==> src/rtl/fpga_spi_regs.sv <==
// SPI responder (mode 0, 32-bit LMS7-style frames) fronting a bank of 16-bit
// configuration registers. SPI pins are oversampled in the clk_clk domain.
module fpga_spi_regs #(
  parameter int          ADDR_W    = 5,
  parameter logic [14:0] BASE_ADDR = 15'h0000,
  parameter logic [15:0] RST_VAL   = 16'h0000
) (
  input  logic                        clk_clk,
  input  logic                        reset_reset,
  input  logic                        spi_sclk,
  input  logic                        spi_mosi,
  input  logic                        spi_ss_n,
  output logic                        spi_miso,
  output logic                        spi_miso_oe,
  output logic [16*(2**ADDR_W)-1:0]   regs_out,
  output logic                        wr_strobe,
  output logic [ADDR_W-1:0]           wr_addr
);
  localparam int NREG = 2**ADDR_W;

  typedef enum logic [1:0] {IDLE, SHIFT, DONE} state_t;

  state_t                  state_q, state_d;
  logic [2:0]              sclk_q, sclk_d, mosi_q, mosi_d, ss_q, ss_d;
  logic [1:0]              vld_q, vld_d;
  logic [5:0]              cnt_q, cnt_d;
  logic [31:0]             sr_q, sr_d;
  logic [15:0]             so_q, so_d;
  logic                    rd_ld_q, rd_ld_d, wr_go_q, wr_go_d, fall_go_q, fall_go_d;
  logic                    miso_q, miso_d, oe_q, oe_d, wr_strobe_q, wr_strobe_d;
  logic [ADDR_W-1:0]       wr_addr_q, wr_addr_d;
  logic [NREG-1:0][15:0]   regs_q, regs_d;
  logic                    sclk_rise, sclk_fall, ss_rise, ss_fall;
  logic [14:0]             addr_rd, addr_wr;

  function automatic logic hit(input logic [14:0] a);
    return a[14:ADDR_W] == BASE_ADDR[14:ADDR_W];
  endfunction

  assign sclk_rise = sclk_q[1] & ~sclk_q[2];
  assign sclk_fall = ~sclk_q[1] & sclk_q[2];
  assign ss_rise   = ss_q[1] & ~ss_q[2];
  assign ss_fall   = ~ss_q[1] & ss_q[2];
  // Address sits in the low half after 16 bits, in the high half after 32.
  assign addr_rd   = sr_q[14:0];
  assign addr_wr   = sr_q[30:16];

  always_comb begin
    sclk_d      = {sclk_q[1:0], spi_sclk};
    mosi_d      = {mosi_q[1:0], spi_mosi};
    ss_d        = {ss_q[1:0], spi_ss_n};
    vld_d       = {vld_q[0], 1'b1};
    state_d     = state_q;
    cnt_d       = cnt_q;
    sr_d        = sr_q;
    so_d        = so_q;
    rd_ld_d     = 1'b0;
    wr_go_d     = 1'b0;
    fall_go_d   = 1'b0;
    miso_d      = miso_q;
    oe_d        = vld_q[1] & ~ss_q[1];
    regs_d      = regs_q;
    wr_strobe_d = 1'b0;
    wr_addr_d   = wr_addr_q;

    // Actions detected last cycle take effect now (one cycle after detect).
    if (fall_go_q) begin
      miso_d = so_q[15];
      so_d   = {so_q[14:0], 1'b0};
    end
    if (rd_ld_q && !sr_q[15])
      so_d = hit(addr_rd) ? regs_q[addr_rd[ADDR_W-1:0]] : 16'h0000;
    if (wr_go_q && sr_q[31] && hit(addr_wr)) begin
      regs_d[addr_wr[ADDR_W-1:0]] = sr_q[15:0];
      wr_strobe_d                 = 1'b1;
      wr_addr_d                   = addr_wr[ADDR_W-1:0];
    end

    case (state_q)
      SHIFT: if (sclk_rise) begin
        sr_d  = {sr_q[30:0], mosi_q[1]};
        cnt_d = cnt_q + 6'd1;
        if (cnt_q == 6'd15) rd_ld_d = 1'b1;
        if (cnt_q == 6'd31) begin
          wr_go_d = 1'b1;
          state_d = DONE;
        end
      end
      default: ;
    endcase

    // so_q is empty for write frames and after bit 0, so late falls drive 0.
    if (state_q != IDLE && sclk_fall && cnt_q >= 6'd16) fall_go_d = 1'b1;

    if (ss_fall) begin
      state_d = SHIFT;
      cnt_d   = 6'd0;
      sr_d    = 32'h0;
      so_d    = 16'h0;
      miso_d  = 1'b0;
    end
    if (ss_rise) begin
      state_d   = IDLE;
      cnt_d     = 6'd0;
      so_d      = 16'h0;
      miso_d    = 1'b0;
      rd_ld_d   = 1'b0;
      wr_go_d   = 1'b0;
      fall_go_d = 1'b0;
    end
  end

  // ss sync resets low so a select held across reset never looks like a fall.
  always_ff @(posedge clk_clk) begin
    if (reset_reset) begin
      state_q     <= IDLE;
      sclk_q      <= '0;
      mosi_q      <= '0;
      ss_q        <= '0;
      vld_q       <= '0;
      cnt_q       <= '0;
      sr_q        <= '0;
      so_q        <= '0;
      rd_ld_q     <= 1'b0;
      wr_go_q     <= 1'b0;
      fall_go_q   <= 1'b0;
      miso_q      <= 1'b0;
      oe_q        <= 1'b0;
      wr_strobe_q <= 1'b0;
      wr_addr_q   <= '0;
      regs_q      <= {NREG{RST_VAL}};
    end else begin
      state_q     <= state_d;
      sclk_q      <= sclk_d;
      mosi_q      <= mosi_d;
      ss_q        <= ss_d;
      vld_q       <= vld_d;
      cnt_q       <= cnt_d;
      sr_q        <= sr_d;
      so_q        <= so_d;
      rd_ld_q     <= rd_ld_d;
      wr_go_q     <= wr_go_d;
      fall_go_q   <= fall_go_d;
      miso_q      <= miso_d;
      oe_q        <= oe_d;
      wr_strobe_q <= wr_strobe_d;
      wr_addr_q   <= wr_addr_d;
      regs_q      <= regs_d;
    end
  end

  assign spi_miso    = miso_q;
  assign spi_miso_oe = oe_q;
  assign regs_out    = regs_q;
  assign wr_strobe   = wr_strobe_q;
  assign wr_addr     = wr_addr_q;
endmodule

==> config.mk <==
export PLATFORM = sky130hd
export DESIGN_NAME = fpga_spi_regs
export DESIGN_NICKNAME = d
export VERILOG_FILES = /design/src/rtl/fpga_spi_regs.sv
export SDC_FILE = /design/constraint.sdc
export NUM_CORES = 1
export LEC_CHECK = 0
export ABC_AREA = 1
export CAP_MARGIN = 15
export CORE_MARGIN = 2
export CORE_UTILIZATION = 47
export CTS_CLUSTER_DIAMETER = 60
export DETAILED_ROUTE_END_ITERATION = 10
export PLACE_DENSITY = 0.78
export SKIP_CTS_REPAIR_TIMING = 1
export SLEW_MARGIN = 5
export SYNTH_ARGS = -nofsm -noshare
export SYNTH_HDL_FRONTEND = slang
export SYNTH_SLANG_ARGS = --single-unit
==> constraint.sdc <==
create_clock -name clk_clk -period 1.9 [get_ports clk_clk]
set_input_delay 0.38 -clock clk_clk [delete_from_list [all_inputs] [get_ports clk_clk]]
set_output_delay 0.38 -clock clk_clk [all_outputs]
set_load 0.05 [all_outputs]
==> results.toml, run 1 <==
[status]
status = "completed"

[layout]
finish.net_count = 4193
layout.area.seq_um2 = 11800
num-fill-cells = 4777
final_layout_size_suffix_gt1_share_pct = 18.3
multiInputGateArea_um2 = 10900
final_instance_area_um2 = 34200
antenna_diodes = 0
area_delta_synth_final_pct = 31.5

[routing]
via_per_inst = 5.58
route.detailed.wl_per_inst_um = 21.1
drt_pass1_iterations = 5
remaining_number_of_nets_flagged_by_the_antenna_check_after_routing = 0
postRouteWirelength_mm = 104
drt_first_iter_violations = 3302
remaining_drc_errors = 0
count_of_vias_placed_by_the_detailed_router = 27580

[floorplanning]
top_level_ports = 525
placementRows = 86
die-area_um2 = 57200
floorplan.die.height_um = 239
core_um2 = 54900
start_util_pct = 47.4
die_w_um = 239

[global_route]
first_global_vias = 23999
grt_first_pass_wirelength_mm = 150
grt.overflow.total = 0
grt_max_degree = 97
grt_antenna_before_repair = 1
track_usage_pct = 34.6

[worst_setup_path]
critPathKind = "reg2reg"
worstSetupStartpointType = "flip-flop"
critical_path_required_ns = 2.43
kind_of_capture_point_of_the_worst_setup_path = "flip-flop"
critical_path.max_fanout = 29
cp.arrival_ns = 2.41

[sta]
rsz_0062_raised_after_global_routing = "yes"
finalCritPeriodShare_pct = 99.1
clock_skew_ns = 0.0305
timing_hold_violations_final = 0
drv_slew = 0
sum_of_negative_setup_slack_ns = 0
post-route-min-period_ns = 1.88
maxSlewHeadroom_pct = 51.3
max_slew.worst_pin.slew_ns = 0.731
achievable-frequency_ghz = 0.531
setup_violations = 0

[synthesis]
synth_area_in_compound_gates_pct = 22.1
synth_warnings = 0
muxShareOfSynthArea_pct = 0
synth_fp_nets = 3787
main_combinational_cell_family_by_area_after_synthesis = "compound AO/OA/AOI/OAI gates"
synth_cell_type_count = 20
synth_area_per_cell_um2 = 6.87
synth_top_cell_area_share_pct = 45.4
yosys-top-cells-area = "sky130_fd_sc_hd__dfxtp_1 45%, sky130_fd_sc_hd__o21ai_0 11%, sky130_fd_sc_hd__a21oi_1 11%"
post_synth_instance_area_um2 = 26000
yosys.area_share.xor_xnor_pct = 0
adder_and_majority_cell_fraction_of_the_synthesized_area_pct = 0.0481
synth_largest_area_cell = "sky130_fd_sc_hd__dfxtp_1"
ys_seq_area_share_pct = 45.4
synth.ff_latch_count = 589
post_synthesis_share_of_cell_area_spent_on_and_or_nand_and_nor_gates_pct = 19.3
synthCells = 3781

[power]
peakVddDrop_mv = 0.589
power-per-cell-area_nw_per_um2 = 766
power_leakage_nw = 14.0
clock_power_share_pct = 50.1
sw_frac_of_total_pct = 21.8
combinationalPowerShare_pct = 2.7
power.switching_mw = 5.71
power.share.sequential_pct = 47.2
cellInternalPower_mw = 20.5

[clock_tree]
clk_latency_ns = 0.60
cts_root_buf = "sky130_fd_sc_hd__clkbuf_16"
cts_num_sinks = 589
htreeDepth = 3
cts.clk_slew.worst_paths_ns = 0.06
cts-buffers-inserted = 66
cts_tree = "built"
cts_buffer_depth = 3

[job]
number_of_violations_of_the_max_capacitance_limit = 0

[place]
post_dp_cell_area_um2 = 31500
dpl.hpwl_mm = 70.6
gpl.final_weighted_congestion = 0.953
port_buffers = 524

[worst_hold_path]
worst_hold_path_type = "in2reg"
## Yosys cell counts
library cell               instances
sky130_fd_sc_hd__inv_2             1
sky130_fd_sc_hd__nor2_1           53
sky130_fd_sc_hd__clkbuf_1        238
sky130_fd_sc_hd__nor3_1           12
sky130_fd_sc_hd__a21oi_1         560
sky130_fd_sc_hd__clkinv_1          2
sky130_fd_sc_hd__o21ai_0         579
sky130_fd_sc_hd__nor3_2            1
sky130_fd_sc_hd__dfxtp_1         589
sky130_fd_sc_hd__ha_1              1
sky130_fd_sc_hd__buf_1            25
sky130_fd_sc_hd__a211oi_1          5
sky130_fd_sc_hd__buf_2            67
sky130_fd_sc_hd__nand3_1         509
sky130_fd_sc_hd__buf_4             3
sky130_fd_sc_hd__nor4_1            1
sky130_fd_sc_hd__inv_1           557
sky130_fd_sc_hd__nand4_1           3
sky130_fd_sc_hd__nand2_1         574
sky130_fd_sc_hd__or4_1             1
## cells in the final DEF, fill, tap and decap left out, drive strengths merged
master / count
nand3: 509
nor2: 53
inv: 561
buf: 621
clkinv: 11
nor3: 13
o21ai: 579
dfxtp: 589
or4: 1
ha: 1
nor4: 1
bufinv: 2
clkdlybuf4s50: 4
a21oi: 560
nand2: 574
dlymetal6s2s: 41
clkbuf: 108
a211oi: 5
nand4: 3
## per-layer routing
metal / GRT usage [%] / up-vias / wire length (um)
met5: 0 / - / 0
met4: 20.2 / 0 / 6650
met3: 7.30 / 293 / 10700
met2: 52.9 / 1516 / 46100
met1: 45.1 / 12671 / 40900
li1: - / 13100 / -
## power by group through the flow
stage	sequential, mW	combinational [mW]	clock [mW]
2_1_floorplan	12.6	0.444	0
3_3_place_gp	12.6	0.663	0
3_5_place_dp	12.6	0.674	0
4_1_cts	12.4	0.678	13.2
5_1_grt	12.4	0.780	13.7
6_report	12.4	0.702	13.1
## sequential cells by signal, summed over array words and instances, names as in the netlist, 2 cells and up
name,flops
state_q,2
regs_out,512
sclk_q,3
vld_q,2
cnt_q,6
wr_addr,5
ss_q,3
mosi_q,2
sr_q,32
so_q,16
## worst paths after layout
check | cells past startpoint | slack [ns] | startpoint | endpoint
min | 3 | 0.33 | spi_ss_n | ss_q[0]
max reg2reg | 10 | 0.02 | sr_q[0] | so_q[11]
max | 10 | 0.02 | sr_q[0] | so_q[11]
min reg2reg | 2 | 0.40 | ss_q[0] | ss_q[1]
## cell families after synthesis
group / after synthesis
AO/OA/AOI/OAI: 1144
buffers and inverters: 893
flip-flops: 589
adder cells (fa/ha/maj): 1
AND/OR/NAND/NOR: 1154
## critical path, stage by stage, from the launching register on
cell and delay, ns:
sky130_fd_sc_hd__dfxtp_4 0.47, sky130_fd_sc_hd__buf_12 0.19, sky130_fd_sc_hd__buf_12 0.18, sky130_fd_sc_hd__nand2_1 0.07
sky130_fd_sc_hd__nand3_1 0.18, sky130_fd_sc_hd__nand3_1 0.10, sky130_fd_sc_hd__nand3_1 0.24, sky130_fd_sc_hd__nand3_1 0.11
sky130_fd_sc_hd__nand2_1 0.07, sky130_fd_sc_hd__nand2_1 0.06, sky130_fd_sc_hd__a21oi_1 0.12
## final cells by class
class                      instances  share of cell area, %
timing repair inverter             1                 0.0256
clock buffer                     104                   6.15
tap                              704                   2.58
inverter                         560                   6.22
clock inverter                    13                  0.377
sequential                       589                   34.6
multi-input combinational       2299                   31.8
timing repair buffer             670                   18.2
## metrics by stage
step / power [mW] / worst slack [ns] / instances / util, % / hold slack, ns
global route: 26.9 / -0.0775 / 4940 / 62.3 / 0.317
detailed placement: 13.3 / -0.0841 / 4813 / 57.4 / 0.395
CTS: 26.2 / -0.314 / 4930 / 61.5 / 0.305
global placement: 13.3 / -0.0583 / 4813 / 57.4 / 0.390
finish: 26.2 / 0.0163 / 4940 / 62.3 / 0.326
floorplan: 13.1 / 0.366 / 3781 / - / 0.388
Power figures use the tool's default switching activity.
==> inputs of run 2 (changes only) <==
GPL_ROUTABILITY_DRIVEN = 0   (was unset)
==> run 2 against run 1 <==
- the run now ends with setup timing left
- combinational power fell by 3.1%
- register-to-register slack worse by 0.05 ns
- die area did not move
- worst setup slack lost 0.048 ns
- total power decreased by 0.55%
- clock-buffer cell count fell by 2
- non-clock buffer count fell by 15
- final cell count fell by 0.32%
- flip-flop and latch count is the same
- critical path depth decreased by 4
- critical endpoint is now regs_out[254]
- largest power group unchanged
==> results.toml, run 2 (same netlist as run 1, synthesis figures left out) <==
[floorplanning]
placementRows = 86
start_util_pct = 47.4
core_um2 = 54900
die_w_um = 239
top_level_ports = 525
die-area_um2 = 57200
floorplan.die.height_um = 239

[worst_setup_path]
critical_path_required_ns = 2.37
crit_path_top_delay_cell = "sky130_fd_sc_hd__nor3_1"
critical_path.max_fanout = 32
critPathKind = "reg2reg"
timing.critical_path.slowest_cell_delay_ns = 0.46
kind_of_capture_point_of_the_worst_setup_path = "flip-flop"
reg2regPathDepth = 6
crit_chain = "inv_1, nor3_1, nand3_1, buf_12, o21ai_0, a21oi_1"
cp.arrival_ns = 2.41
worstSetupStartpointType = "flip-flop"

[clock_tree]
clk_latency_ns = 0.60
cts_num_sinks = 589
cts.clk_slew.worst_paths_ns = 0.06
htreeDepth = 3
cts_buffer_depth = 3
cts-buffers-inserted = 66
cts_tree = "built"
cts_root_buf = "sky130_fd_sc_hd__clkbuf_16"

[sta]
achievable-frequency_ghz = 0.518
layout_setup_ws_ns = -0.0312
clock_skew_ns = 0.0335
drv_slew = 0
post-route-min-period_ns = 1.93
sum_of_negative_setup_slack_ns = -0.0312
max_slew.worst_pin.slew_ns = 0.733
setup_violations = 1
rsz_0062_raised_after_global_routing = "yes"
timing_hold_violations_final = 0
finalCritPeriodShare_pct = 102
maxSlewHeadroom_pct = 51.1

[layout]
final_instance_area_um2 = 34000
antenna_diodes = 0
final_layout_size_suffix_gt1_share_pct = 17.9
area_delta_synth_final_pct = 30.6
fin_cells = 4924
finish.net_count = 4177
multiInputGateArea_um2 = 10900
layout.cells.most_common = "sky130_fd_sc_hd__dfxtp_1"
layout.cells.most_common_list = "574 x sky130_fd_sc_hd__dfxtp_1, 573 x sky130_fd_sc_hd__nand2_1, 573 x sky130_fd_sc_hd__o21ai_0, 560 x sky130_fd_sc_hd__a21oi_1, 554 x sky130_fd_sc_hd__inv_1"
largest_register_ff_count = 512
layout.area.seq_um2 = 11800
num-fill-cells = 4832

[power]
sw_frac_of_total_pct = 22.3
power-per-cell-area_nw_per_um2 = 767
power.switching_mw = 5.80
combinationalPowerShare_pct = 2.6
power_leakage_nw = 13.9
peakVddDrop_mv = 0.598
clock_power_share_pct = 49.9
cellInternalPower_mw = 20.2
power.share.sequential_pct = 47.5

[routing]
route.detailed.wl_per_inst_um = 21.2
postRouteWirelength_mm = 105
remaining_number_of_nets_flagged_by_the_antenna_check_after_routing = 0
remaining_drc_errors = 0
count_of_vias_placed_by_the_detailed_router = 27734
via_per_inst = 5.63
drt_first_iter_violations = 3655
drt_pass1_iterations = 6

[place]
post_dp_cell_area_um2 = 31400
place_worst_setup_slack_ns = -0.0572
dpl.hpwl_mm = 70.6
port_buffers = 524
place.detailed.instances = 4802

[status]
violations = "setup timing"
status = "finished with violations"

[global_route]
track_usage_pct = 35.0
grt_max_degree = 80
first_global_vias = 24017
grt.overflow.total = 0
grt_first_pass_wirelength_mm = 152
grt_antenna_before_repair = 3

[worst_hold_path]
worst_hold_path_type = "in2reg"
timing.hold.worst_path_depth = 3

[job]
number_of_violations_of_the_max_capacitance_limit = 0
## run 2: cell types whose count changed in the layout (fill, tap and decap cells not counted), moves of 3 or more
cell | previous run | this run
sky130_fd_sc_hd__buf_16 | 4 | 1
sky130_fd_sc_hd__o21ai_1 | 20 | 6
sky130_fd_sc_hd__nand3_2 | 21 | 26
sky130_fd_sc_hd__buf_4 | 546 | 534
sky130_fd_sc_hd__clkbuf_16 | 76 | 72
sky130_fd_sc_hd__nand3_1 | 487 | 481
sky130_fd_sc_hd__dlymetal6s2s_1 | 41 | 45
sky130_fd_sc_hd__o21ai_0 | 559 | 573
## run 2: final cells by class
class | count | share of cell area, %
multi-input cells | 2299 | 32.1
repair buffers | 655 | 17.8
clock buffers | 102 | 5.98
flip-flops and latches | 589 | 34.8
inverters | 560 | 6.26
clock inverters | 15 | 0.453
well taps | 704 | 2.59
## run 2: metrics by stage
stage	util (%)	hold slack (ns)	power, mW
after floorplan	-	0.388	13.1
after global placement	57.2	0.403	13.3
after detailed placement	57.2	0.399	13.3
after CTS	61.2	0.312	26.1
after global routing	61.9	0.328	26.7
final	61.9	0.334	26.0
## run 2: final timing paths
kind | slack [ns] | start | to
min reg2reg | 0.38 | mosi_q[0] | mosi_q[1]
min | 0.33 | spi_ss_n | ss_q[0]
max reg2reg | -0.03 | sr_q[18] | regs_out[254]
max | -0.03 | sr_q[18] | regs_out[254]
## run 2: power by group through the flow
stage	Combinational (mW)	Clock (mW)	Sequential [mW]
2_1_floorplan	0.444	0	12.6
3_5_place_dp	0.660	0	12.6
4_1_cts	0.664	13.0	12.4
5_1_grt	0.765	13.6	12.4
3_3_place_gp	0.647	0	12.6
6_report	0.680	13.0	12.4
## run 2: worst max-delay path, delay by kind of cell (launching register included)
| family | cells | cell delay (ns) |
|---|---|---|
| AO/OA/AOI/OAI | 2 | 0.30 |
| buffers and inverters | 2 | 0.39 |
| flip-flops | 1 | 0.43 |
| AND/OR/NAND/NOR | 2 | 0.67 |
## run 2: metal layers
metal	GRT usage (%)	share of wire (%)	vias to the layer above
met4	20.3	6.5	4
met3	7.67	11	320
met2	52.4	44	1623
met5	0	0.027	-
li1	-	-	13058
met1	46.3	39	12729
